`src/rtl/atree_accum_ctrl.sv`:
```
// rtl/atree_accum_ctrl.sv - chunked vector reduction through a combinational adder tree

module atree #(
   parameter int IN_WIDTH = 8,
   parameter int LEVELS   = 2
) (
   input  logic [(2**LEVELS)*IN_WIDTH-1:0] inputs,
   output logic [IN_WIDTH+LEVELS-1:0]      out
);
   localparam int N     = 2**LEVELS;
   localparam int OUT_W = IN_WIDTH + LEVELS;

   logic [OUT_W-1:0] node [N];

   // Pairwise reduction done in place: node[i] only reads indices >= i that are still untouched.
   always_comb begin
      for (int i = 0; i < N; i++) begin
         node[i] = OUT_W'(inputs[i*IN_WIDTH +: IN_WIDTH]);
      end
      for (int l = 0; l < LEVELS; l++) begin
         for (int i = 0; i < (N >> (l + 1)); i++) begin
            node[i] = node[2*i] + node[2*i+1];
         end
      end
      out = node[0];
   end
endmodule

module atree_accum_ctrl #(
   parameter int IN_WIDTH   = 8,
   parameter int LEVELS     = 2,
   parameter int MAX_CHUNKS = 16,
   parameter int CNT_W      = $clog2(MAX_CHUNKS+1),
   parameter int ACC_WIDTH  = IN_WIDTH + LEVELS + $clog2(MAX_CHUNKS)
) (
   input  logic                            clk,
   input  logic                            rst_n,
   input  logic                            start,
   input  logic [CNT_W-1:0]                num_chunks,
   input  logic                            in_valid,
   output logic                            in_ready,
   input  logic [(2**LEVELS)*IN_WIDTH-1:0] in_data,
   output logic                            out_valid,
   input  logic                            out_ready,
   output logic [ACC_WIDTH-1:0]            sum,
   output logic                            busy
);
   typedef enum logic [1:0] {IDLE, ACCUM, DONE} state_t;

   state_t                      state, state_nx;
   logic [CNT_W-1:0]            remaining;
   logic [CNT_W-1:0]            load_cnt;
   logic [IN_WIDTH+LEVELS-1:0]  tree_out;
   logic                        beat;

   atree #(.IN_WIDTH(IN_WIDTH), .LEVELS(LEVELS)) u_atree (
      .inputs (in_data),
      .out    (tree_out)
   );

   assign load_cnt = (num_chunks > CNT_W'(MAX_CHUNKS)) ? CNT_W'(MAX_CHUNKS) : num_chunks;
   assign beat     = in_valid && in_ready;

   always_comb begin
      state_nx  = state;
      in_ready  = 1'b0;
      out_valid = 1'b0;
      busy      = (state != IDLE);
      case (state)
         IDLE: begin
            if (start) state_nx = (load_cnt == '0) ? DONE : ACCUM;
         end
         ACCUM: begin
            in_ready = 1'b1;
            if (in_valid && remaining == CNT_W'(1)) state_nx = DONE;
         end
         DONE: begin
            out_valid = 1'b1;
            if (out_ready) state_nx = IDLE;
         end
         default: state_nx = IDLE;
      endcase
   end

   always_ff @(posedge clk or negedge rst_n) begin
      if (!rst_n) begin
         state     <= IDLE;
         sum       <= '0;
         remaining <= '0;
      end else begin
         state <= state_nx;
         if (state == IDLE && start) begin
            sum       <= '0;
            remaining <= load_cnt;
         end else if (beat) begin
            sum       <= sum + ACC_WIDTH'(tree_out);
            remaining <= remaining - CNT_W'(1);
         end
      end
   end
endmodule

```
`config.mk`:
```
export PLATFORM = sky130hd
export DESIGN_NAME = atree_accum_ctrl
export DESIGN_NICKNAME = d
export VERILOG_FILES = /design/src/rtl/atree_accum_ctrl.sv
export SDC_FILE = /design/constraint.sdc
export NUM_CORES = 1
export LEC_CHECK = 0
export CAP_MARGIN = 20
export CORE_ASPECT_RATIO = 0.75
export CORE_MARGIN = 4
export CORE_UTILIZATION = 40
export CTS_CLUSTER_DIAMETER = 80
export DETAILED_ROUTE_END_ITERATION = 10
export PLACE_DENSITY_LB_ADDON = 0.12
export SKIP_CTS_REPAIR_TIMING = 1
export SYNTH_ARGS = -nofsm -noshare
export SYNTH_HDL_FRONTEND = slang
export SYNTH_SLANG_ARGS = --single-unit
```
`constraint.sdc`:
```
create_clock -name clk -period 2.8 [get_ports clk]
set_clock_uncertainty 0.1 [all_clocks]
set_input_delay 0.28 -clock clk [delete_from_list [all_inputs] [get_ports clk]]
set_output_delay 0.28 -clock clk [all_outputs]
set_load 0.01 [all_outputs]
```
---- After elaboration in Yosys (flattened, before gate mapping) ----
Index checks and enable logic that the tools add are counted.
cells by class
  add/sub/neg operators ................... 5
  order comparisons ....................... 1
  eq/ne operators ......................... 6
  multiplexer cells ....................... 12
  reductions and logical operators ........ 8
operators with widths
  kind                                                                count
  14-bit two-way mux                                                  2
  8-bit by 8-bit adder with 9-bit output                              2
  5-bit two-way mux                                                   3
  14-bit by 10-bit adder with 14-bit output                           1
  10-bit adder                                                        1
  2-bit two-way mux                                                   4
  2-bit inequality test, second input constant                        3
  2-bit one-hot mux with 3 select lines                               1
  5-bit by 1-bit == test with 1-bit output, second input constant     1
  5-bit greater-than comparator, second input constant                1
  5-bit zero test                                                     1
  5-bit by 1-bit subtractor with 5-bit output, second input constant  1
  2-bit nonzero test                                                  2
  1-bit logical AND                                                   3
  3-bit AND reduction                                                 1
  2-bit by 1-bit == test with 1-bit output, second input constant     1
  2-bit == test, second input constant                                1
  2-bit zero test                                                     1
  1-bit two-way mux                                                   2
storage, ports and cells
  bits in registers ....................... 21
  input bits .............................. 42
  word-level logic and storage cells ...... 35

---- Depth between registers and ports, before layout ----
  word-level depth ........................ 6
  gate-level depth with buffers ........... 19

---- By module ----
Synthesis repeated with hierarchy kept, for this count alone.
second synthesis, totals
  cell total of the unflattened synthesis .. 265
  area total of the unflattened synthesis .. 2272.2 µm²
modules (own cells, without submodules)
  module            times used  cells an instance  area an instance (µm²)
  atree_accum_ctrl  1           168                1482.7
  atree             1           97                 789.5

---- Least setup slack after synthesis ----
Ideal clock, no wire load.
  kind .................................... input to register
  start ................................... input in_data[0]
  end ..................................... register sum[11]
  data arrival time ....................... 3.660 ns
  path slack .............................. -1.092 ns
  stages on the path ...................... 17
  path buffers ............................ 0
  cells stage by stage .................... ha_1 -> fa_1 -> a21o_1 -> a21oi_1 -> nor2b_1 -> o31ai_1 -> a21boi_0 -> ha_1 -> a21o_1 -> a31oi_1 -> xnor2_1 -> ha_1 -> a21oi_1 -> nand2_1 -> a211oi_1 -> a211oi_1 -> mux2i_1
between the ends
  word-level cells in the longest chain between the ends .. 5
ends and longest elaborated chain
  what                                       line  text
  start, declared                            42    input logic [(2**LEVELS)*IN_WIDTH-1:0] in_data,
  8-bit by 8-bit adder with 9-bit output     22    node[i] = node[2*i] + node[2*i+1];
  10-bit adder                               22
  14-bit by 10-bit adder with 14-bit output  96    sum <= sum + ACC_WIDTH'(tree_out);
  14-bit two-way mux                         95    end else if (beat) begin
  14-bit two-way mux                         92    if (state == IDLE && start) begin
  end signal, assigned                       96
  end, declared                              45    output logic [ACC_WIDTH-1:0] sum,
Every way passes these cells. The select of a mux whose other input is x is not followed.
A chain may end at the register's enable or synchronous reset.

---- Worst setup path after layout ----
  start ................................... input in_data[27]
  end ..................................... register sum[12]
Same word-level chain as after synthesis.

==> Implementation_results.wiki <==
{| class="wikitable"
! Metric !! Value
|-
| Global routing met3 resource utilization || 3.00%
|-
| FMAX || 263 MHz
|-
| FP Rows || 23
|-
| Detailed-route DRC error count || 0
|-
| Total clock sinks || 21
|-
| Endpoint kind of the worst setup timing path || flop
|-
| R2r startpoint || sum[0]$_DFFE_PN0P_
|-
| Yosys cell types || 49
|-
| Post-route minimum period || 3.80 ns
|-
| Run status || complete, but fails checks
|-
| Final-layout fill cell count || 446
|-
| Share of async-settable or async-resettable flops after synthesis || 100%
|-
| Global-route wire length before repair || 9.53 mm
|-
| Arrival time worst endpoint || 3.88 ns
|-
| Count of buffers from port buffering || 58
|-
| Total chip power || 3690 uW
|-
| Final std cell area, no fill || 0.00388 sq mm
|-
| Total of flip-flops plus latches after synthesis || 21
|-
| Max transition margin || 74.9%
|-
| Vertical die dimension || 74.5 um
|-
| Most area-consuming cells after synthesis || dfrtp_1, ha_1, xnor2_1, o21ai_0, nand2_1
|-
| Sequential fraction of the synthesis area || 22.3%
|-
| Layer carrying the most global-route usage || met2
|-
| Non-filler cells in the finished layout || 466
|-
| Met2 Usage GRT || 25.7%
|-
| Tcrit/Tclk final || 136%
|-
| Unrepaired setup endpoints after global routing || true
|-
| Cell type with the largest total area after synthesis || dfrtp_1
|-
| Area of the multi-input gates || 0.00209 sq mm
|-
| Max clock buf depth || 2
|-
| Drt via density || 5.17
|-
| Worst voltage drop across the vdd grid || 473 uV
|-
| Latest clock arrival within the worst-skew pair || 0.26 ns
|-
| Min setup slack post-route || -0.995 ns
|-
| Gr ovfl total || 0
|-
| Detailed placer's ending HPWL || 4.86 mm
|-
| Antenna violations before repair || 0
|-
| Synthesized netlist net count || 358
|-
| Crit-path max FO || 3
|-
| Wirelength per Cell || 13.9 um
|-
| Share of cells above drive strength 1 || 32.2%
|-
| Die width || 96.7 um
|-
| Mean cell area of the mapped netlist || 8.62 sq um
|-
| Synthesis-to-layout area growth || 64.2%
|-
| Worst setup path startpoint || in_data[27]
|-
| Clock-pin transition on the worst setup and hold timing paths || 0.08 ns
|-
| Worst Setup Start Kind || input pin
|-
| Data required time at the worst endpoint || 2.88 ns
|-
| Number of DRC violations after detailed-routing iteration 0 || 56
|-
| Post-detailed-routing wire length || 6.50 mm
|-
| Power Density || 951 mW/mm^2
|-
| Via total after detailed routing || 2,407
|-
| Critical path type || input pin to flop
|-
| Count of mapped cells out of synthesis || 274
|-
| Maximum number of pins on one net before global-route repair || 22
|-
| Synth warn || 0
|-
| Number of pins exceeding their max-slew limit in the final report || 0
|-
| Number of cells in the design after placement || 451
|-
| Number of antenna-violating nets in the routed design || 0
|-
| Proportion of netlist area held by the largest area contributor || 22.3%
|-
| Root Buffer || clkbuf_8
|-
| Commonest cells after routing, fill and taps aside || buf_4, clkdlybuf4s50_1, ha_1, nand2_1, dfrtp_1
|-
| Area of the core || 0.00553 sq mm
|-
| First drt pass iteration count || 4
|-
| Pleak || 0.00177 uW
|-
| Area after DPL || 0.00345 sq mm
|-
| Accumulated negative setup slack || -7.48 ns
|-
| Final Wtd Congestion || 0.807
|-
| Routing usage on met1 || 22.3%
|-
| Least-Margin Pin Slew || 0.373 ns
|-
| Overall die area || 0.00721 sq mm
|-
| CTS tree || yes
|-
| Hold Violations, Final || 0
|-
| Failing checks || setup timing
|-
| Number of enable flip-flop cells after synthesis || 0
|-
| Overall routing resource usage || 15.7%
|-
| Final setup vio count || 10
|-
| Starting density of the core || 42.7%
|-
| Vias in the first global route || 2,134
|-
| Antenna diode count || 0
|-
| TritonCTS buffer count || 3
|-
| Class of the most critical hold timing path || input pin to async pin
|-
| I/O pin cnt || 59
|-
| Leading cell type in the layout, fill and taps excluded || buf_4
|-
| Post-synthesis instance area || 0.00236 sq mm
|-
| Primary FF master, synth || dfrtp_1
|-
| Clock H-tree levels || 1
|-
| Max Cap Viol || 0
|-
| Sequential cell area in the final layout || 526 sq um
|-
| Layout net count || 476
|}
[cell usage after synthesis, types with 3 or more instances]
library cell,instances
a21o_1,6
xor2_1,5
a21oi_1,18
o21ai_0,22
nor2b_1,6
fa_1,4
a211oi_1,6
xnor2_1,18
nand2_1,28
o31a_1,3
inv_1,14
nand3b_1,4
nor2_1,21
or3_1,4
or2_2,3
o21a_1,6
mux2i_1,4
ha_1,38
dfrtp_1,21
nand3_1,4
[worst paths after layout]
check	depth (start not counted)	slack [ns]	endpoint
worst min-delay path	2	0.27	sum[11]$_DFFE_PN0P_
max in group asynchronous	2	2.10	sum[1]$_DFFE_PN0P_
min in group clk	1	0.42	sum[12]$_DFFE_PN0P_
worst min register to register	1	0.42	sum[12]$_DFFE_PN0P_
worst max register to register	8	0.48	sum[6]$_DFFE_PN0P_
worst max-delay path	18	-1.0	sum[12]$_DFFE_PN0P_
[registers in the layout, summed over array words and instances (netlist names)]
name       cells
remaining      5
sum           14
state          2
[stage by stage]
stage          worst slack (ns)  hold WS, ns  util, %
2_1_floorplan            -0.885       -0.116        -
3_3_place_gp              -1.51        0.401     62.5
5_1_grt                   -1.11        0.297     70.2
6_report                 -0.995        0.274     70.2
4_1_cts                   -1.41        0.281     63.3
3_5_place_dp              -1.64        0.404     62.5
[where the power goes]
group          internal (uW)  switching (uW)
combinational           1610            1300
sequential               428             152
clock                   99.0            96.5
total                   2130            1550
[metal layers]
metal,routed length (um),part of all wire [%]
met5,0,0
met4,46,0.71
met3,291,4.5
met2,3130,48
met1,3030,47
[area by class of cell]
type	count	area share (%)
Inverter	14	1.36
Multi-Input combinational cell	235	53.9
Timing Repair Buffer	117	27.6
Clock inverter	1	0.129
Tap cell	75	2.42
Clock buffer	3	1.07
Sequential cell	21	13.6
[logic make-up after synthesis]
group                      share of synthesized area [%]
buffers and inverters                               3.29
and+or+nand+nor                                     18.5
DFF                                                 22.3
xor gates and xnor gates                            8.53
muxes                                               1.70
AOI/OAI and AO/OA                                   22.2
adders and majority gates                           23.5
[critical path, stage by stage]
cell             delay [ns]
clkdlybuf4s50_1        0.41
ha_1                   0.34
o21ai_2                0.10
a21boi_2               0.09
buf_4                  0.14
o31a_1                 0.30
a21oi_2                0.15
ha_4                   0.23
a21o_1                 0.21
a31oi_4                0.18
o21ai_1                0.11
buf_4                  0.15
ha_1                   0.32
a21oi_2                0.16
o21ai_0                0.09
o21bai_2               0.22
o2111ai_2              0.20
mux2i_1                0.20
No activity file was read; power rests on OpenSTA's default activity.
